File: src/rtl/instr_fetch_decode_pkg.sv
// Shared widths, opcode map, instruction layout and fetch FSM states for the proc front end.
// Latency: n/a (type and constant definitions only).
// Backpressure: n/a.
package instr_fetch_decode_pkg;

   localparam int OPCODE_WIDTH = 6;
   localparam int MEM_WIDTH    = 5;
   localparam int PC_WIDTH     = 8;
   localparam int INSTR_WIDTH  = OPCODE_WIDTH + 3 * (2 + MEM_WIDTH);

   typedef enum logic [OPCODE_WIDTH-1:0] {
      NOP_OP   = 6'd0,
      ADD_OP   = 6'd1,
      SUB_OP   = 6'd2,
      AND_OP   = 6'd3,
      OR_OP    = 6'd4,
      XOR_OP   = 6'd5,
      SHL_OP   = 6'd6,
      SHR_OP   = 6'd7,
      LOAD_OP  = 6'd8,
      STORE_OP = 6'd9,
      MOV_OP   = 6'd10,
      CMP_OP   = 6'd11,
      JMP_OP   = 6'd12,
      JZ_OP    = 6'd13,
      HALT_OP  = 6'd14
   } opcode_e;

   // Any opcode at or above this value is outside the defined map.
   localparam logic [OPCODE_WIDTH-1:0] NUM_OPS = 6'd15;

   // Operand selector encodings; the front end passes them through untouched.
   localparam logic [1:0] CHOICE_REG = 2'd0;
   localparam logic [1:0] CHOICE_MEM = 2'd1;
   localparam logic [1:0] CHOICE_IMM = 2'd2;
   localparam logic [1:0] CHOICE_IND = 2'd3;

   // Field order MSB to LSB matches the program memory word.
   typedef struct packed {
      logic [OPCODE_WIDTH-1:0] op_code;
      logic [1:0]              source1_choice;
      logic [MEM_WIDTH-1:0]    source1_addr;
      logic [1:0]              source2_choice;
      logic [MEM_WIDTH-1:0]    source2_addr;
      logic [1:0]              dest_choice;
      logic [MEM_WIDTH-1:0]    dest_addr;
   } instr_t;

   typedef enum logic [2:0] {
      IDLE,
      FETCH,
      WAIT,
      HOLD,
      HALTED
   } fetch_state_e;

endpackage

File: src/rtl/instr_fetch_decode_if.sv
// Bundles program-memory, jump and decoded-instruction signals between fetch and its neighbours.
// Latency: n/a (wiring only).
// Backpressure: instr_valid/instr_ready toward execute; prog_rd_en/prog_valid toward memory.
interface instr_fetch_decode_if;
   import instr_fetch_decode_pkg::*;

   logic [PC_WIDTH-1:0]     prog_addr;
   logic                    prog_rd_en;
   logic [INSTR_WIDTH-1:0]  prog_data;
   logic                    prog_valid;
   logic                    jump_en;
   logic [PC_WIDTH-1:0]     jump_addr;
   logic [OPCODE_WIDTH-1:0] op_code;
   logic [MEM_WIDTH-1:0]    source1_addr;
   logic [MEM_WIDTH-1:0]    source2_addr;
   logic [MEM_WIDTH-1:0]    dest_addr;
   logic [1:0]              source1_choice;
   logic [1:0]              source2_choice;
   logic [1:0]              dest_choice;
   logic                    instr_valid;
   logic                    instr_ready;
   logic [PC_WIDTH-1:0]     pc_out;
   logic                    halted;
   logic                    illegal_op;

   // Fetch/decode side.
   modport master (
      output prog_addr, prog_rd_en,
      input  prog_data, prog_valid,
      input  jump_en, jump_addr,
      output op_code, source1_addr, source2_addr, dest_addr,
      output source1_choice, source2_choice, dest_choice,
      output instr_valid,
      input  instr_ready,
      output pc_out, halted, illegal_op
   );

   // Memory and execute side.
   modport slave (
      input  prog_addr, prog_rd_en,
      output prog_data, prog_valid,
      output jump_en, jump_addr,
      input  op_code, source1_addr, source2_addr, dest_addr,
      input  source1_choice, source2_choice, dest_choice,
      input  instr_valid,
      output instr_ready,
      input  pc_out, halted, illegal_op
   );
endinterface

File: src/rtl/instr_decoder.sv
// Splits a program word into its fields and flags opcodes outside the defined map.
// Latency: combinational.
// Backpressure: none.
module instr_decoder
   import instr_fetch_decode_pkg::*;
(
   input  logic [INSTR_WIDTH-1:0] word_i,
   output instr_t                 fields_o,
   output logic                   illegal_o
);

   assign fields_o  = instr_t'(word_i);
   assign illegal_o = (fields_o.op_code >= NUM_OPS);

endmodule

File: src/rtl/instr_fetch_decode.sv
// Program counter plus fetch FSM: one outstanding read, decode, present to execute, jump/HALT handling.
// Latency: 3 cycles per instruction with 1-cycle memory (FETCH, WAIT, HOLD).
// Backpressure: holds every output stable in HOLD until instr_ready; no new fetch meanwhile.
module instr_fetch_decode
   import instr_fetch_decode_pkg::*;
(
   input  logic                  clk,
   input  logic                  rst,
   instr_fetch_decode_if.master  bus
);

   fetch_state_e        state_q, state_d;
   logic [PC_WIDTH-1:0] pc_q, pc_d;
   logic [PC_WIDTH-1:0] pc_out_q, pc_out_d;
   logic                flush_q, flush_d;
   logic                halted_q, halted_d;
   logic                illegal_q, illegal_d;
   instr_t              fields_q, fields_d;
   instr_t              dec_fields;
   logic                dec_illegal;

   instr_decoder u_decoder (
      .word_i    (bus.prog_data),
      .fields_o  (dec_fields),
      .illegal_o (dec_illegal)
   );

   // State, PC and presented-instruction registers; reset wins immediately.
   always_ff @(posedge clk or posedge rst) begin
      if (rst) begin
         state_q   <= IDLE;
         pc_q      <= '0;
         pc_out_q  <= '0;
         flush_q   <= 1'b0;
         halted_q  <= 1'b0;
         illegal_q <= 1'b0;
         fields_q  <= '0;
      end else begin
         state_q   <= state_d;
         pc_q      <= pc_d;
         pc_out_q  <= pc_out_d;
         flush_q   <= flush_d;
         halted_q  <= halted_d;
         illegal_q <= illegal_d;
         fields_q  <= fields_d;
      end
   end

   // Next-state logic; a jump always redirects pc and any in-flight word is discarded.
   always_comb begin
      state_d   = state_q;
      pc_d      = pc_q;
      pc_out_d  = pc_out_q;
      flush_d   = flush_q;
      halted_d  = halted_q;
      illegal_d = illegal_q;
      fields_d  = fields_q;
      unique case (state_q)
         IDLE: begin
            state_d = FETCH;
         end
         FETCH: begin
            // The request goes out this cycle regardless; a jump marks its reply stale.
            if (bus.jump_en) begin
               pc_d    = bus.jump_addr;
               flush_d = 1'b1;
            end
            state_d = WAIT;
         end
         WAIT: begin
            if (bus.prog_valid) begin
               if (bus.jump_en) begin
                  pc_d    = bus.jump_addr;
                  flush_d = 1'b0;
                  state_d = FETCH;
               end else if (flush_q) begin
                  flush_d = 1'b0;
                  state_d = FETCH;
               end else begin
                  fields_d  = dec_fields;
                  pc_out_d  = pc_q;
                  illegal_d = illegal_q | dec_illegal;
                  state_d   = HOLD;
               end
            end else if (bus.jump_en) begin
               pc_d    = bus.jump_addr;
               flush_d = 1'b1;
            end
         end
         HOLD: begin
            // Jump outranks HALT: the redirect target is fetched even if HALT was on display.
            if (bus.jump_en) begin
               pc_d    = bus.jump_addr;
               state_d = FETCH;
            end else if (bus.instr_ready) begin
               if (fields_q.op_code == HALT_OP) begin
                  halted_d = 1'b1;
                  state_d  = HALTED;
               end else begin
                  pc_d    = pc_q + PC_WIDTH'(1);
                  state_d = FETCH;
               end
            end
         end
         HALTED: begin
            state_d = HALTED;
         end
         default: begin
            state_d = IDLE;
         end
      endcase
   end

   assign bus.prog_rd_en     = (state_q == FETCH);
   assign bus.prog_addr      = (state_q == FETCH) ? pc_q : '0;
   assign bus.instr_valid    = (state_q == HOLD);
   assign bus.op_code        = fields_q.op_code;
   assign bus.source1_choice = fields_q.source1_choice;
   assign bus.source1_addr   = fields_q.source1_addr;
   assign bus.source2_choice = fields_q.source2_choice;
   assign bus.source2_addr   = fields_q.source2_addr;
   assign bus.dest_choice    = fields_q.dest_choice;
   assign bus.dest_addr      = fields_q.dest_addr;
   assign bus.pc_out         = pc_out_q;
   assign bus.halted         = halted_q;
   assign bus.illegal_op     = illegal_q;

endmodule

File: src/flat_wrapper.sv
// flat-port wrapper written by rule: the top's interface ports become plain ports
module instr_fetch_decode_flat import instr_fetch_decode_pkg::*;
  (clk, rst, bus_prog_addr, bus_prog_rd_en, bus_prog_data, bus_prog_valid, bus_jump_en, bus_jump_addr, bus_op_code, bus_source1_addr, bus_source2_addr, bus_dest_addr, bus_source1_choice, bus_source2_choice, bus_dest_choice, bus_instr_valid, bus_instr_ready, bus_pc_out, bus_halted, bus_illegal_op);
  instr_fetch_decode_if bus_i ();
  input  logic clk;
  input  logic rst;
  output wire logic [$bits(bus_i.prog_addr)-1:0] bus_prog_addr;
  output wire logic [$bits(bus_i.prog_rd_en)-1:0] bus_prog_rd_en;
  input wire logic [$bits(bus_i.prog_data)-1:0] bus_prog_data;
  input wire logic [$bits(bus_i.prog_valid)-1:0] bus_prog_valid;
  input wire logic [$bits(bus_i.jump_en)-1:0] bus_jump_en;
  input wire logic [$bits(bus_i.jump_addr)-1:0] bus_jump_addr;
  output wire logic [$bits(bus_i.op_code)-1:0] bus_op_code;
  output wire logic [$bits(bus_i.source1_addr)-1:0] bus_source1_addr;
  output wire logic [$bits(bus_i.source2_addr)-1:0] bus_source2_addr;
  output wire logic [$bits(bus_i.dest_addr)-1:0] bus_dest_addr;
  output wire logic [$bits(bus_i.source1_choice)-1:0] bus_source1_choice;
  output wire logic [$bits(bus_i.source2_choice)-1:0] bus_source2_choice;
  output wire logic [$bits(bus_i.dest_choice)-1:0] bus_dest_choice;
  output wire logic [$bits(bus_i.instr_valid)-1:0] bus_instr_valid;
  input wire logic [$bits(bus_i.instr_ready)-1:0] bus_instr_ready;
  output wire logic [$bits(bus_i.pc_out)-1:0] bus_pc_out;
  output wire logic [$bits(bus_i.halted)-1:0] bus_halted;
  output wire logic [$bits(bus_i.illegal_op)-1:0] bus_illegal_op;
  assign bus_prog_addr = bus_i.prog_addr;
  assign bus_prog_rd_en = bus_i.prog_rd_en;
  assign bus_i.prog_data = bus_prog_data;
  assign bus_i.prog_valid = bus_prog_valid;
  assign bus_i.jump_en = bus_jump_en;
  assign bus_i.jump_addr = bus_jump_addr;
  assign bus_op_code = bus_i.op_code;
  assign bus_source1_addr = bus_i.source1_addr;
  assign bus_source2_addr = bus_i.source2_addr;
  assign bus_dest_addr = bus_i.dest_addr;
  assign bus_source1_choice = bus_i.source1_choice;
  assign bus_source2_choice = bus_i.source2_choice;
  assign bus_dest_choice = bus_i.dest_choice;
  assign bus_instr_valid = bus_i.instr_valid;
  assign bus_i.instr_ready = bus_instr_ready;
  assign bus_pc_out = bus_i.pc_out;
  assign bus_halted = bus_i.halted;
  assign bus_illegal_op = bus_i.illegal_op;
  instr_fetch_decode u_core (.clk(clk), .rst(rst), .bus(bus_i));
endmodule
File: config.mk
export PLATFORM = sky130hd
export DESIGN_NAME = instr_fetch_decode_flat
export DESIGN_NICKNAME = d
export VERILOG_FILES = /design/src/rtl/instr_fetch_decode_pkg.sv /design/src/rtl/instr_fetch_decode_if.sv /design/src/rtl/instr_decoder.sv /design/src/rtl/instr_fetch_decode.sv /design/src/flat_wrapper.sv
export SDC_FILE = /design/constraint.sdc
export NUM_CORES = 1
export LEC_CHECK = 0
export ABC_CLOCK_PERIOD_IN_PS = 2400
export CAP_MARGIN = 20
export CORE_UTILIZATION = 46
export DETAILED_ROUTE_END_ITERATION = 6
export PLACE_DENSITY = 0.8
export SLEW_MARGIN = 10
export SYNTH_ARGS = -nofsm -noshare
export SYNTH_HDL_FRONTEND = slang
export SYNTH_HIERARCHICAL = 1
export SYNTH_SLANG_ARGS = --single-unit
File: constraint.sdc
create_clock -name clk -period 2.4 [get_ports clk]
set_clock_uncertainty 0.1 [all_clocks]
set_input_delay 0.6 -clock clk [delete_from_list [all_inputs] [get_ports clk]]
set_output_delay 0.6 -clock clk [all_outputs]
set_load 0.005 [all_outputs]
==> summary.log <==
INFO  setup_path     cpMaxStageDelayCell=sky130_fd_sc_hd__clkdlybuf4s50_1
INFO  timing         worst_pin_slew=478ps
INFO  clock_tree     clock-sinks=49
INFO  clock_tree     clockRootBuffer=sky130_fd_sc_hd__clkbuf_8
INFO  global_route   track_usage=0.198
INFO  global_route   antenna_violations_before_repair=0
INFO  power_and_ir_drop static-leakage-power=1.72nW
INFO  timing         final-hold-violation-count=0
INFO  timing         min_period=2290ps
INFO  clock_tree     cts_tree=done
INFO  worst_hold_path tightest_hold_check_type=flop to flop
INFO  setup_path     endpoint_kind=output port
INFO  power_and_ir_drop max-vdd-ir-drop=0.000197V
INFO  layout         mostFrequentLayoutCell=sky130_fd_sc_hd__clkdlybuf4s50_1
INFO  timing         fin_crit_sh=0.955
INFO  timing         setup_slack=108ps
INFO  setup_path     cp_cell_sequence=buf_4 > nand2_1 > nor2_2 > clkdlybuf4s50_1
INFO  setup_path     critPathMaxFanout=11
INFO  setup_path     path_class=flop to output port
INFO  layout         sequential_cell_area=1230um^2
INFO  yosys          synthDominantAreaCellType=sky130_fd_sc_hd__dfrtp_1
INFO  layout         fin_util=0.641
INFO  floorplan      die_x=77.7um
INFO  place          gp_routability_congestion=0.859
INFO  yosys          yosys_register_bits=49
INFO  clock_tree     cts.reportedPaths.clkPinSlew=90ps
INFO  layout         syn2layout_area_growth=33.8%
INFO  detailed_routing detail_route.iter0.violations=79
INFO  setup_path     worst-endpoint-required=1700ps
INFO  global_route   grt_start_max_net_pins=41
INFO  floorplan      fp.dieArea=6040um^2
INFO  yosys          netlist_area=2640um^2
INFO  clock_tree     clk-insertion-delay-late=300ps
INFO  yosys          synth.yosys.seq_area_share=0.465
INFO  setup_path     worst_ep_arrival_time=1590ps
INFO  detailed_routing routed_wl=5740um
INFO  setup_path     reg2reg_slack=370ps
INFO  yosys          synth_enable_flop_cells=0
INFO  job            cap_violations=0
INFO  global_route   grt_overflow=0
INFO  detailed_routing viasPerCell=5.15
INFO  global_route   grt-busiest-layer=met2
INFO  yosys          synth_area_leaders=sky130_fd_sc_hd__dfrtp_1 (47%), sky130_fd_sc_hd__mux2_4 (18%), sky130_fd_sc_hd__buf_4 (7.7%)
INFO  yosys          post_synth.cell_area_avg=12.1um^2
INFO  setup_path     timing.critical_path.slowest_cell_delay=510ps
INFO  yosys          synth_cells=218
INFO  layout         insertedDiodeCount=0
INFO  detailed_routing drt.antenna.violating_nets=0
INFO  place          place_hpwl=4110um
INFO  yosys          netlist-cell-type-count=43
INFO  layout         filler_cell_count_in_the_final_layout=435
INFO  timing         unrepaired_setup_endpoints_after_global_routing=false
INFO  clock_tree     cts-htree-levels=2
INFO  clock_tree     tritoncts.num_buffers=5
INFO  floorplan      io-pin-count=87
INFO  yosys          synth_top_cell_area_share=0.465
INFO  floorplan      core_footprint=5510um^2
INFO  layout         most-common-layout-cells=sky130_fd_sc_hd__clkdlybuf4s50_1 (78), sky130_fd_sc_hd__dfrtp_1 (49), sky130_fd_sc_hd__mux2_4 (31), sky130_fd_sc_hd__buf_4 (15), sky130_fd_sc_hd__nand2_1 (15)
INFO  floorplan      starting_density=0.479
INFO  yosys          async_set_or_reset_register_ratio_after_synthesis=1.00
INFO  global_route   grt_util_met1=0.253
INFO  detailed_routing drtPass1Iterations=4
INFO  detailed_routing dr_total_vias=1871
INFO  yosys          postSynth.topFlopCell=sky130_fd_sc_hd__dfrtp_1
INFO  global_route   first_pass_grt_wire_length=9250um
INFO  floorplan      std_cell_rows=27
INFO  floorplan      die_h=77.7um
INFO  detailed_routing wire_per_inst=15.8um
INFO  power_and_ir_drop power_density=437nW/um^2
INFO  clock_tree     cts_hold_buf=0
INFO  timing         setup-violations-final=0
INFO  detailed_routing route.detailed.drc=0
INFO  outcome        outcome=completed
INFO  place          count_of_buffers_from_port_buffering=86
INFO  yosys          ys_warn_count=6
INFO  place          placement.setup.worst_slack=-281ps
INFO  global_route   use_met3=0.0447
INFO  timing         max_freq=0.436GHz
INFO  yosys          postSynthNetCount=259
INFO  setup_path     critical_path.startpoint_type=flop
INFO  layout         post_route_cells_drive_above_1_share=0.223
INFO  timing         timing.max_slew.rel_slack=0.681
INFO  global_route   first_global_vias=1839
INFO  global_route   global_route.usage.met2=0.322
INFO  clock_tree     clk_path_buf_depth=2
INFO  layout         multi_input_gate_area=1070um^2
INFO  layout         finalNetCount=331
INFO  timing         final_max_slew_viol_count=0
## final cells by class
cell class,count,share of cell area
flip-flops and latches,49,0.348
multi-input cells,124,0.305
repair buffers,103,0.289
well taps,72,0.0255
clock buffers,5,0.0195
inverters,7,0.00745
clock inverters,3,0.00603
## state kept, by name (all words and copies together) (netlist names), 2 cells and up
| name | count |
|---|---|
| u_core/bus.source2_addr | 5 |
| u_core/bus.source1_addr | 5 |
| u_core/bus.dest_addr | 5 |
| u_core/bus.source1_choice | 2 |
| u_core/bus.pc_out | 8 |
| u_core/bus.source2_choice | 2 |
| u_core/state_q | 3 |
| u_core/bus.dest_choice | 2 |
| u_core/pc_q | 8 |
| u_core/bus.op_code | 6 |
## through the flow
| step | instances | instance area [um^2] | power, mW | hold WS (ps) | setup TNS, ps |
|---|---|---|---|---|---|
| 6_report | 363 | 3530 | 1.54 | 378 | 0 |
| 5_1_grt | 363 | 3530 | 1.61 | 401 | 0 |
| 4_1_cts | 361 | 3480 | 1.56 | 382 | 0 |
| 3_5_place_dp | 353 | 3390 | 1.06 | 351 | -9000 |
| 3_3_place_gp | 353 | 3390 | 1.06 | 360 | -7580 |
| 2_1_floorplan | 218 | 2640 | 0.966 | 359 | 0 |
## worst max-delay path, delay by kind of cell (launching register included)
family        cells  cell delay, ps
buf+inv           2             690
flops             1             370
simple gates      2             220
## synthesized netlist by cell type, types with 4 or more instances
| master | instances |
|---|---|
| sky130_fd_sc_hd__a21oi_1 | 6 |
| sky130_fd_sc_hd__nor2_1 | 8 |
| sky130_fd_sc_hd__inv_1 | 7 |
| sky130_fd_sc_hd__mux2_4 | 31 |
| sky130_fd_sc_hd__o22ai_1 | 4 |
| sky130_fd_sc_hd__and2_1 | 8 |
| sky130_fd_sc_hd__nand2_1 | 15 |
| sky130_fd_sc_hd__buf_4 | 27 |
| sky130_fd_sc_hd__buf_2 | 4 |
| sky130_fd_sc_hd__o21ai_0 | 8 |
| sky130_fd_sc_hd__dfrtp_1 | 49 |
| sky130_fd_sc_hd__a221oi_1 | 4 |
## where the power goes
group | switching [mW] | leakage (nW) | internal, mW
combinational | 0.0567 | 1.04 | 0.129
clock | 0.287 | 0.0445 | 0.207
sequential | 0.0146 | 0.638 | 0.847
total | 0.359 | 1.72 | 1.18
## timing repair
action                     4_1_cts  5_1_grt
gates cloned                     0        1
setup buffers                    0        1
setup endpoints to repair        8        9
resized for setup                7        4
## path summary, 6_finish.rpt
path / start / endpoint / cells past startpoint
hold reg to reg: u_core/bus.halted / u_core/bus.halted / 1
setup reg to reg: u_core/state_q[0] / u_core/bus.source2_addr[4] / 5
min in group asynchronous: rst / u_core/bus.source2_choice[0] / 2
setup / recovery: u_core/state_q[1] / bus_instr_valid / 4
max in group asynchronous: rst / u_core/bus.source1_addr[4] / 3
hold / removal: u_core/bus.halted / u_core/bus.halted / 1
## cells by family after synthesis
kind of cell	synth area share
compound gates	0.102
buf+inv	0.131
flops	0.465
simple gates	0.112
fa+ha+maj	0.00854
mux	0.181
## per-layer routing
metal,vias to the layer above,routed length (um)
met5,-,0
met4,0,72
met3,5,349
met2,67,2810
met1,919,2500
li1,880,-
No activity file was read; power rests on OpenSTA's default activity.
==> edit 1 (config.mk and constraints unchanged) <==
`MEM_WIDTH`: 5 -> 10.
--- a/src/rtl/instr_fetch_decode_pkg.sv
+++ b/src/rtl/instr_fetch_decode_pkg.sv
@@ -5,5 +5,5 @@
 
    localparam int OPCODE_WIDTH = 6;
-   localparam int MEM_WIDTH    = 5;
+   localparam int MEM_WIDTH    = 10;
    localparam int PC_WIDTH     = 8;
    localparam int INSTR_WIDTH  = OPCODE_WIDTH + 3 * (2 + MEM_WIDTH);
Interface: changed (resized bus_dest_addr, bus_prog_data, bus_source1_addr and bus_source2_addr); port bits go from 87 to 117. No check against the original RTL was run, so the function may have changed too.
==> edit 1 against the original RTL <==
Sequential cell count increased by 15. Worst setup slack got worse by 0.014 ns. Synthesized area increased by 27%. Total power increased by 50%. First-iteration DRC count increased by 8.9%. Wire length increased by 22%. Critical path depth decreased by 1. Design area increased by 29%. Critical path type unchanged. Largest cell class unchanged.
==> edit 1: results (changes against the original RTL) <==
sequential share of the synthesized area - 47.9% (+1.3 points)
cts bufs inserted - 9 (+4)
VDD IR max - 265 µV (+34%)
leak pwr - 0.00219 µW (+27%)
pin count of the biggest net entering global routing - 65 (+59%)
worst-skew pair later-pin latency - 0.34 ns (+0.04 ns)
clock group total power - 943 µW (+91%)
final hold slack - 0.379 ns (+0.000547 ns)
Rel. slew slack - 75.9% (+7.8 points)
critical hold path startpoint - u_core/bus.illegal_op
GRT met2 Usage - 32.6% (+0.39 points)
status - finished clean
PD cells - 510 nW/µm² (+17%)
r2r setup slk - 0.40 ns (+0.03 ns)
Worst Hold Path EP - u_core/bus.illegal_op
Mapped Nets - 317 (+22%)
critical path launch point - u_core/state_q[1]
Routability Congestion - 0.826 (-3.8%)
worst r2r dst - u_core/bus.source2_addr[5]
Critical Path Sink - bus_prog_rd_en
Synth Area per Inst - 12.8 µm² (+6.0%)
pre-CTS worst setup slack - -0.121 ns (+0.160 ns)
Post-Route M1 WL - 3.06 mm (+22%)
Vias per Instance - 5.03 (-2.4%)
IO Port Bufs - 116 (+35%)
WL per Instance - 15.6 µm (-1.1%)
Placed Area - 4330 µm² (+28%)
main area contributors after synthesis - dfrtp_1 (48%), mux2_4 (19%), buf_4 (9.4%)
net switching power - 544 µW (+52%)
Fill cells - 531 (+22%)
routing usage on met1 - 24.7% (-0.60 points)
DP Cell Count - 432 (+22%)
antenna cells - 0 (unchanged)
length of routed met3 wiring - 378 µm (+8.3%)
share of cells above drive strength 1 - 24.6% (+2.3 points)
H-tree levels - 3 (+1)
Final #Nets - 404 (+22%)
drt initial violations - 86 (+8.9%)
Final WS setup - 0.0941 ns (-0.0144 ns)
GRT Total Usage - 19.6% (-0.15 points)
sequential share of power - 48.7% (-7.2 points)
WL met2 - 3.45 mm (+22%)
crit-path max FO - 7 (-4)
Vias - 2258 (+21%)
top post-synthesis cells by count - dfrtp_1 (64), mux2_4 (43), buf_4 (42)
[edit 1: changes by cell type after synthesis, moves of 4 or more]
cell,change
nand2_1,-4
a2bb2oi_1,+4
mux2_2,+4
dfrtp_1,+15
buf_4,+15
mux2_4,+12
[edit 1: final cells by class]
cell class              instances  area, µm²  share of cell area (%)
multi-input cells             136       1280                    28.2
well taps                      96        120                    2.64
clock buffers                   9        124                    2.73
inverters                       6       22.5                   0.496
repair buffers                131       1320                    29.0
flip-flops and latches         64       1600                    35.3
clock inverters                 7       77.6                    1.71
[edit 1: cells by family after synthesis]
kind of cell / share of synthesized area, %
fa+ha+maj: 0.673
mux: 21.0
flops: 47.9
simple gates: 8.04
compound gates: 8.19
buf+inv: 14.3
[edit 1: critical path, cell delays in order (launching register included)]
cell	delay, ns
dfrtp_1	0.41
nor3b_2	0.19
buf_4	0.17
clkdlybuf4s50_1	0.51
[edit 1: timing repair]
item	in CTS	in global routing
resized for setup	9	2
endpoints found under the setup margin	8	2
setup buffers	0	1
==> edit 2 (config.mk and constraints unchanged) <==
Without the edit above. Take the reset off `pc_q` and load it in a clocked block of its own.
--- a/src/rtl/instr_fetch_decode.sv
+++ b/src/rtl/instr_fetch_decode.sv
@@ -30,5 +30,4 @@
       if (rst) begin
          state_q   <= IDLE;
-         pc_q      <= '0;
          pc_out_q  <= '0;
          flush_q   <= 1'b0;
@@ -38,5 +37,4 @@
       end else begin
          state_q   <= state_d;
-         pc_q      <= pc_d;
          pc_out_q  <= pc_out_d;
          flush_q   <= flush_d;
@@ -45,4 +43,8 @@
          fields_q  <= fields_d;
       end
+   end
+
+   always_ff @(posedge clk) begin
+      pc_q <= pc_d;
    end
 
Check against the original RTL: differs if rst is asserted again (counterexample within 10 cycles, from zero or initial values and one cycle with rst high); with rst held inactive, the same outputs for 10 cycles.
==> edit 2 against the original RTL <==
Non-clock buffer count down 6. Design area decreased by 3.4%. Wire length down 18%. Worst setup slack got worse by 0.042 ns. Synthesized area is 5.6% lower. Sequential cell count stayed put.
Power is not compared: it rests on default switching activity, and its combinational part moved more than twofold at a synthesized area within 25%.
==> edit 2: results (changes against the original RTL) <==
max incr delay on CP - 0.53 ns (+0.02 ns)
crit-path max FO - 8 (-3)
routing usage on met1 - 21.0% (-4.4 points)
Netlist cell types - 34 (-21%)
M3 GR Usage - 4.89% (+0.42 points)
WL per Instance - 14.2 µm (-10%)
Area growth syn-to-layout - 37.0%
share of cells above drive strength 1 - 21.3% (-1.0 points)
Vias - 1635 (-13%)
status - finished clean
pin count of the biggest net entering global routing - 25 (-39%)
number of flops mapped to enable cells by yosys - 8 (+8)
length of routed met3 wiring - 331 µm (-5.2%)
pre-CTS worst setup slack - 0.0557 ns (+0.337 ns)
Routability Congestion - 0.916 (+6.7%)
first-pass GRT wire length - 7.21 mm (-22%)
crit path DAT - 1.63 ns (+0.04 ns)
combinational share of power - 48.3%
drt initial violations - 75 (-5.1%)
post-CTS sizing - 6 (-1)
post-synthesis mux area share - 21.2% (+3.1 points)
Mapped Nets - 234 (-9.7%)
top post-synthesis cells by count - dfrtp_1 (41), mux2_4 (30), buf_4 (28)
FFs w/ async S/R, synth - 83.7% (-16 points)
area share of fa/ha/maj cells after synthesis - 0.503% (-0.35 points)
GRT met2 Usage - 30.0% (-2.3 points)
setup bufs post-CTS - 0 (unchanged)
sequential group power - 1510 µW
synth warn - 6 (unchanged)
Final #Nets - 303 (-8.5%)
leak pwr - 0.00167 µW
post-DP HPWL - 3.33 mm (-19%)
XOR/XNOR Fraction of Synth Area - 2.11% (+2.1 points)
Post-Route M1 WL - 1.99 mm (-20%)
Clock Tree Buf Depth - 2 (unchanged)
Placed Area - 3260 µm² (-3.8%)
Rel. slew slack - 72.8% (+4.7 points)
initial antenna violation count - 0 (unchanged)
Fill cells - 414 (-4.8%)
main area contributors after synthesis - dfrtp_1 (41%), mux2_4 (18%), edfxtp_1 (9.7%)
Post-Synthesis Cells - 193 (-11%)
vias in the first global route - 1541 (-16%)
GRT Total Usage - 17.3% (-2.4 points)
final wirelength - 4.72 mm (-18%)
sequential share of the synthesized area - 50.9% (+4.4 points)
DP Cell Count - 322 (-8.8%)
WL met2 - 2.33 mm (-17%)
Synth Area in Compound Gates - 3.42% (-6.7 points)
-- edit 2: cell types whose count changed after synthesis, sizes merged, moves of 4 or more --
cell and delta:
mux2 +4, xnor2 +4, o21ai -6, inv -4
edfxtp +8, nor2 +7, o22ai -4, dfrtp -8
nand2 -8
-- edit 2: layout make-up --
type | instances | share of cell area [%]
clock buffer | 6 | 2.13
clock inverter | 2 | 0.294
inverter | 3 | 0.330
multi-input combinational | 106 | 28.0
sequential | 49 | 37.2
tap | 70 | 2.57
timing repair buffer | 97 | 29.5
-- edit 2: path summary, 6_finish.rpt --
check	start	end	slack, ns	cells after the start
setup reg to reg	u_core/state_q[1]	u_core/pc_q[2]	0.60	5
setup / recovery	u_core/state_q[1]	bus_instr_valid	0.07	4
hold / removal	u_core/bus.halted	u_core/bus.halted	0.38	1
min in group asynchronous	rst	u_core/bus.source2_choice[0]	0.51	2
hold reg to reg	u_core/bus.halted	u_core/bus.halted	0.38	1
max in group asynchronous	rst	u_core/state_q[2]	1.22	3
